`src/rtl/serial_divider_pkg.sv`:
```
`default_nettype none
// ============================================================================
//  Module      : serial_divider_pkg
//  Description : Shared types and constants for the serial divider core and
//                the Wishbone project stage that drives it.
//  Revision    : 1.0 - initial release
// ============================================================================
package serial_divider_pkg;

    // Divider control states; encoding is shared with the LA display.
    typedef enum logic [1:0] {
        IDLE = 2'd0,
        CALC = 2'd1,
        DONE = 2'd2
    } div_state_t;

    // Logic-analyser select codes used by the project stage.
    localparam logic [1:0] SELDIVISOR   = 2'd0;
    localparam logic [1:0] SELDIVIDEND  = 2'd1;
    localparam logic [1:0] SELQUOTIENT  = 2'd2;
    localparam logic [1:0] SELREMAINDER = 2'd3;

endpackage
`default_nettype wire

```
`src/rtl/serial_divider_core.sv`:
```
`default_nettype none
// ============================================================================
//  Module      : serial_divider_core
//  Description : Unsigned restoring radix-2 divider, one quotient bit per
//                clock. Divide-by-zero completes in a single cycle with an
//                all-ones quotient and the dividend as remainder.
//  Revision    : 1.0 - initial release
// ============================================================================
module serial_divider_core
    import serial_divider_pkg::*;
#(
    parameter int XLEN = 32,
    parameter int CNTW = $clog2(XLEN)
) (
    input  logic            clk_i,
    input  logic            reset_i,
    input  logic            start_i,
    input  logic [XLEN-1:0] dividend_i,
    input  logic [XLEN-1:0] divisor_i,
    output logic            busy_o,
    output logic            fini_o,
    output logic            dbz_o,
    output logic [XLEN-1:0] quotient_o,
    output logic [XLEN-1:0] remainder_o
);

    div_state_t        r_state;
    logic [XLEN-1:0]   r_div;
    logic [XLEN-1:0]   r_rem;
    logic [XLEN-1:0]   r_quo;
    logic [CNTW-1:0]   r_cnt;

    logic              w_accept;
    logic              w_div_zero;
    logic              w_last;
    logic [2*XLEN-1:0] w_shift;
    logic [XLEN-1:0]   w_r;
    logic [XLEN-1:0]   w_q;
    logic [XLEN:0]     w_t;
    logic [XLEN-1:0]   w_rem_next;
    logic [XLEN-1:0]   w_quo_next;

    // Starts are only honoured outside CALC; a running division cannot be
    // restarted or queued behind.
    assign w_accept   = start_i && (r_state != CALC);
    assign w_div_zero = (divisor_i == '0);
    assign w_last     = (r_state == CALC) && (r_cnt == '0);

    // One restoring step. The partial remainder after k steps is below 2^k,
    // so the shift never loses a significant bit before the final step.
    assign w_shift    = {r_rem, r_quo} << 1;
    assign w_r        = w_shift[2*XLEN-1:XLEN];
    assign w_q        = w_shift[XLEN-1:0];
    assign w_t        = {1'b0, w_r} - {1'b0, r_div};
    assign w_rem_next = w_t[XLEN] ? w_r : w_t[XLEN-1:0];
    assign w_quo_next = {w_q[XLEN-1:1], ~w_t[XLEN]};

    // Control FSM with registered status flags.
    always_ff @(posedge clk_i) begin
        if (!reset_i) begin
            r_state <= IDLE;
            busy_o  <= 1'b0;
            fini_o  <= 1'b0;
            dbz_o   <= 1'b0;
        end else begin
            case (r_state)
                IDLE, DONE: begin
                    if (start_i) begin
                        if (w_div_zero) begin
                            r_state <= DONE;
                            busy_o  <= 1'b0;
                            fini_o  <= 1'b1;
                            dbz_o   <= 1'b1;
                        end else begin
                            r_state <= CALC;
                            busy_o  <= 1'b1;
                            fini_o  <= 1'b0;
                            dbz_o   <= 1'b0;
                        end
                    end
                end
                CALC: begin
                    if (w_last) begin
                        r_state <= DONE;
                        busy_o  <= 1'b0;
                        fini_o  <= 1'b1;
                    end
                end
                default: begin
                    r_state <= IDLE;
                    busy_o  <= 1'b0;
                    fini_o  <= 1'b0;
                    dbz_o   <= 1'b0;
                end
            endcase
        end
    end

    // Working registers and result registers; results change only when an
    // operation completes so a new op in flight still shows the old result.
    always_ff @(posedge clk_i) begin
        if (!reset_i) begin
            r_div       <= '0;
            r_rem       <= '0;
            r_quo       <= '0;
            r_cnt       <= '0;
            quotient_o  <= '0;
            remainder_o <= '0;
        end else if (w_accept) begin
            if (w_div_zero) begin
                quotient_o  <= '1;
                remainder_o <= dividend_i;
            end else begin
                r_div <= divisor_i;
                r_rem <= '0;
                r_quo <= dividend_i;
                r_cnt <= CNTW'(XLEN - 1);
            end
        end else if (r_state == CALC) begin
            r_rem <= w_rem_next;
            r_quo <= w_quo_next;
            r_cnt <= r_cnt - CNTW'(1);
            if (w_last) begin
                quotient_o  <= w_quo_next;
                remainder_o <= w_rem_next;
            end
        end
    end

endmodule
`default_nettype wire

```
`config.mk`:
```
export PLATFORM = sky130hd
export DESIGN_NAME = serial_divider_core
export DESIGN_NICKNAME = d
export VERILOG_FILES = /design/src/rtl/serial_divider_pkg.sv /design/src/rtl/serial_divider_core.sv
export SDC_FILE = /design/constraint.sdc
export NUM_CORES = 1
export LEC_CHECK = 0
export CAP_MARGIN = 5
export CELL_PAD_IN_SITES_DETAIL_PLACEMENT = 0
export CELL_PAD_IN_SITES_GLOBAL_PLACEMENT = 1
export CORE_MARGIN = 8
export CORE_UTILIZATION = 40
export CTS_BUF_LIST = sky130_fd_sc_hd__clkbuf_16
export DETAILED_ROUTE_END_ITERATION = 10
export PLACE_DENSITY_LB_ADDON = 0.1
export RECOVER_POWER = 100
export SLEW_MARGIN = 20
export SYNTH_ARGS = -nofsm -noshare
export SYNTH_HDL_FRONTEND = slang
export SYNTH_SLANG_ARGS = --single-unit
```
`constraint.sdc`:
```
create_clock -name clk_i -period 3.3 [get_ports clk_i]
set_input_delay 0.66 -clock clk_i [delete_from_list [all_inputs] [get_ports clk_i]]
set_output_delay 0.66 -clock clk_i [all_outputs]
set_load 0.1 [all_outputs]
```
==> qor.txt <==
Clk sinks - 168
Synth Area in Simple Gates - 19.0%
Fin cells - 1462
Reg clk slew, reported paths - 0.07 ns
Post CTS Setup Buffer Count - 0
Area contributors post-synth - dfxtp_1 40%, nand2_1 7.9%, ha_1 5.2%, a21oi_1 4.9%, o21ai_0 4.3%
Synth Area in Adders - 5.39%
Synthesized area - 0.00849 mm²
Cell area after placement - 0.0100 mm²
CP max FO - 36
Core Footprint - 0.0210 mm²
CTS max path bufs - 2
Mapped Nets - 1163
Starting density of the core - 40.5%
Register-to-register setup slack - 0.25 ns
Post-layout minimum cycle time - 3.10 ns
Setup CP Type - input pin to register
N_diodes - 0
GP Congestion - 0.874
Final core occ - 49.2%
Final Hold Fails - 0
Hpwl dp - 18.8 mm
Syn-to-layout area delta - 21.3%
Crit-path slowest cell - or2_2
Sequential area share after synthesis - 39.6%
DRC viols - 0
XOR/XNOR share of the synthesized area - 2.58%
Setup WS post-layout - 0.201 ns
Sw Ratio - 41.4%
Setup TNS - 0 ns
Die area - 0.0262 mm²
I/O pins - 134
FMAX - 323 MHz
Synth unique cells - 70
Setup violators final - 0
Worst slew margin - 18.4%
WP data required - 3.61 ns
RSZ-0062 raised after global routing - false
Critical Path AT - 3.41 ns
Compound-Gate Fraction of Synth Area - 27.9%
Cells after DPL - 1430
CTS tree - done
Post-Syn Instances - 1060
Post-synthesis mux area share - 0%
Final ANT Viol Nets - 0
Hold WC Path Type - register to register
Area fraction of the dominant cell type after synthesis - 39.6%
Leak - 3.89 nW
Clock Power Share - 26.5%
Yosys reg bits - 168
Status - finished clean
Max cap viols - 0
Worst Max-Slew Pin Slew - 1.23 ns
Avg Vias per Cell - 5.45
H-tree levels - 4
Combinational Power Share - 41.0%
Final Skew - 0.0142 ns
Flop pwr share - 32.4%
Mapped Avg Cell Area - 8.01 µm²
Die Height - 162 µm
DR WL/cell - 17.4 µm
Max-slew violation count - 0
Final wirelength - 25.5 mm
Via count - 7967
Grt ovf - 0
CTS resizes - 0
Pwr/cell area - 718 mW/mm²
First drt pass iteration count - 5
Number of global-route vias before repair - 7569
Buffers on Ports - 133
FFs w/ async S/R, synth - 0%
Worst path cell trace - dlygate4sd3_1 > nor4_1 > nand4_1 > nor2_1 > nor2b_1 > or2_2 > buf_4 > o21ai_0 > a21oi_1
Final-layout fill cell count - 2208
VDD IR-drop max - 0.378 mV
Syn. warnings - 0
Largest stage delay, worst path - 0.58 ns
Nets - 1277
Initial antenna violation count - 0
Clk_lat worst skew - 0.43 ns
Rows - 53
DP Worst Slack - 0.129 ns
Internal power - 0.00434 W
Most frequent cells after synthesis - 179 x nand2_1, 168 x dfxtp_1, 91 x nor2_1
Yosys top cell by area - dfxtp_1
Share of layout cells above drive strength 1 - 8.85%
Total CTS buffers - 17
Post-synth top flop - dfxtp_1
Psw - 0.00307 W
Final worst-path cycle share - 93.9%
Drt initial violations - 404
Cts hold-fix bufs - 0
Pin count of the biggest net entering global routing - 78
Main combinational cell family by area after synthesis - compound AO/OA/AOI/OAI gates
First-pass GRT wire length - 41.1 mm
CP Launch Type - input pin
EDFF count, synth - 0
Die Span X - 162 µm
Gr usage total - 19.3%
Fin area - 0.0103 mm²
Most frequent cell after synthesis - nand2_1
Worst Setup End Kind - register
CTS root buffer - clkbuf_16
sequential cells by signal, indices dropped and copies added (netlist names):
| name | flops |
|---|---|
| busy_o | 1 |
| r_cnt | 5 |
| r_state | 1 |
| r_quo | 32 |
| fini_o | 1 |
| dbz_o | 1 |
| r_div | 32 |
| remainder_o | 32 |
| quotient_o | 32 |
| r_rem | 31 |
per-layer routing:
metal  wire length (µm)  vias up  global-route usage (%)
met5                  0        -                       0
met4                217        0                    4.59
met3               1300       15                    3.90
met2              10300      206                    27.0
met1              13700     3687                    29.3
li1                   -     4059                       -
layout by cell type (no fill, tap or decap), types with 17 or more instances in the layout:
| master | netlist | routed |
|---|---|---|
| dfxtp_1 | 168 | 168 |
| nor2_1 | 91 | 91 |
| inv_1 | 45 | 45 |
| clkbuf_1 | 54 | 72 |
| o221a_2 | 21 | 21 |
| clkbuf_16 | 0 | 17 |
| a21oi_1 | 84 | 84 |
| clkdlybuf4s50_1 | 0 | 64 |
| buf_4 | 1 | 19 |
| nor3_1 | 42 | 42 |
| a311oi_1 | 31 | 31 |
| a31oi_1 | 27 | 27 |
| a21o_1 | 18 | 18 |
| nand2_1 | 179 | 179 |
| ha_1 | 35 | 35 |
| o21ai_0 | 73 | 74 |
layout make-up:
type                    count  area (µm²)  area share [%]
repair buffers            164        1180            11.4
clock inverters            15         155            1.51
well taps                 275         344            3.34
clock buffers              17         425            4.13
inverters                  46         173            1.68
flip-flops and latches    168        3360            32.6
multi-input cells         777        4660            45.3
power groups by stage:
stage / registers [W] / clock network (W) / logic [W]
detailed placement: 0.00244 / 0 / 0.00307
global route: 0.00243 / 0.00211 / 0.00335
finish: 0.00240 / 0.00196 / 0.00304
CTS: 0.00240 / 0.00200 / 0.00308
global placement: 0.00244 / 0 / 0.00306
floorplan: 0.00267 / 0 / 0.00198
final timing paths:
kind                                             start                      endpoint  cells past startpoint
worst min-delay path            r_div[27]$_SDFFE_PN0P_        r_div[27]$_SDFFE_PN0P_                      2
worst max register to register  r_quo[31]$_SDFFE_PN0P_  remainder_o[30]$_SDFFE_PN0P_                     12
worst max-delay path                     divisor_i[31]        r_rem[22]$_SDFFE_PN0P_                      9
worst min register to register  r_div[27]$_SDFFE_PN0P_        r_div[27]$_SDFFE_PN0P_                      2
logic make-up (layout without fill, tap and decap cells):
logic type	Yosys count	count (layout)
AND/OR/NAND/NOR	371	371
adder cells (fa/ha/maj)	36	36
AO/OA/AOI/OAI	345	345
XOR/XNOR	25	25
flip-flops	168	168
buffers and inverters	115	242
per-stage QoR:
stage,hold WS (ns),power (W)
CTS,0.458,0.00748
finish,0.456,0.00740
detailed placement,0.448,0.00551
floorplan,0.436,0.00465
global route,0.471,0.00788
global placement,0.442,0.00551
critical path, delay by kind of cell:
family                 cells  cell delay (ns)
AND/OR/NAND/NOR            5             1.64
buffers and inverters      2             0.87
AO/OA/AOI/OAI              2             0.22
No activity file was read; power rests on OpenSTA's default activity.
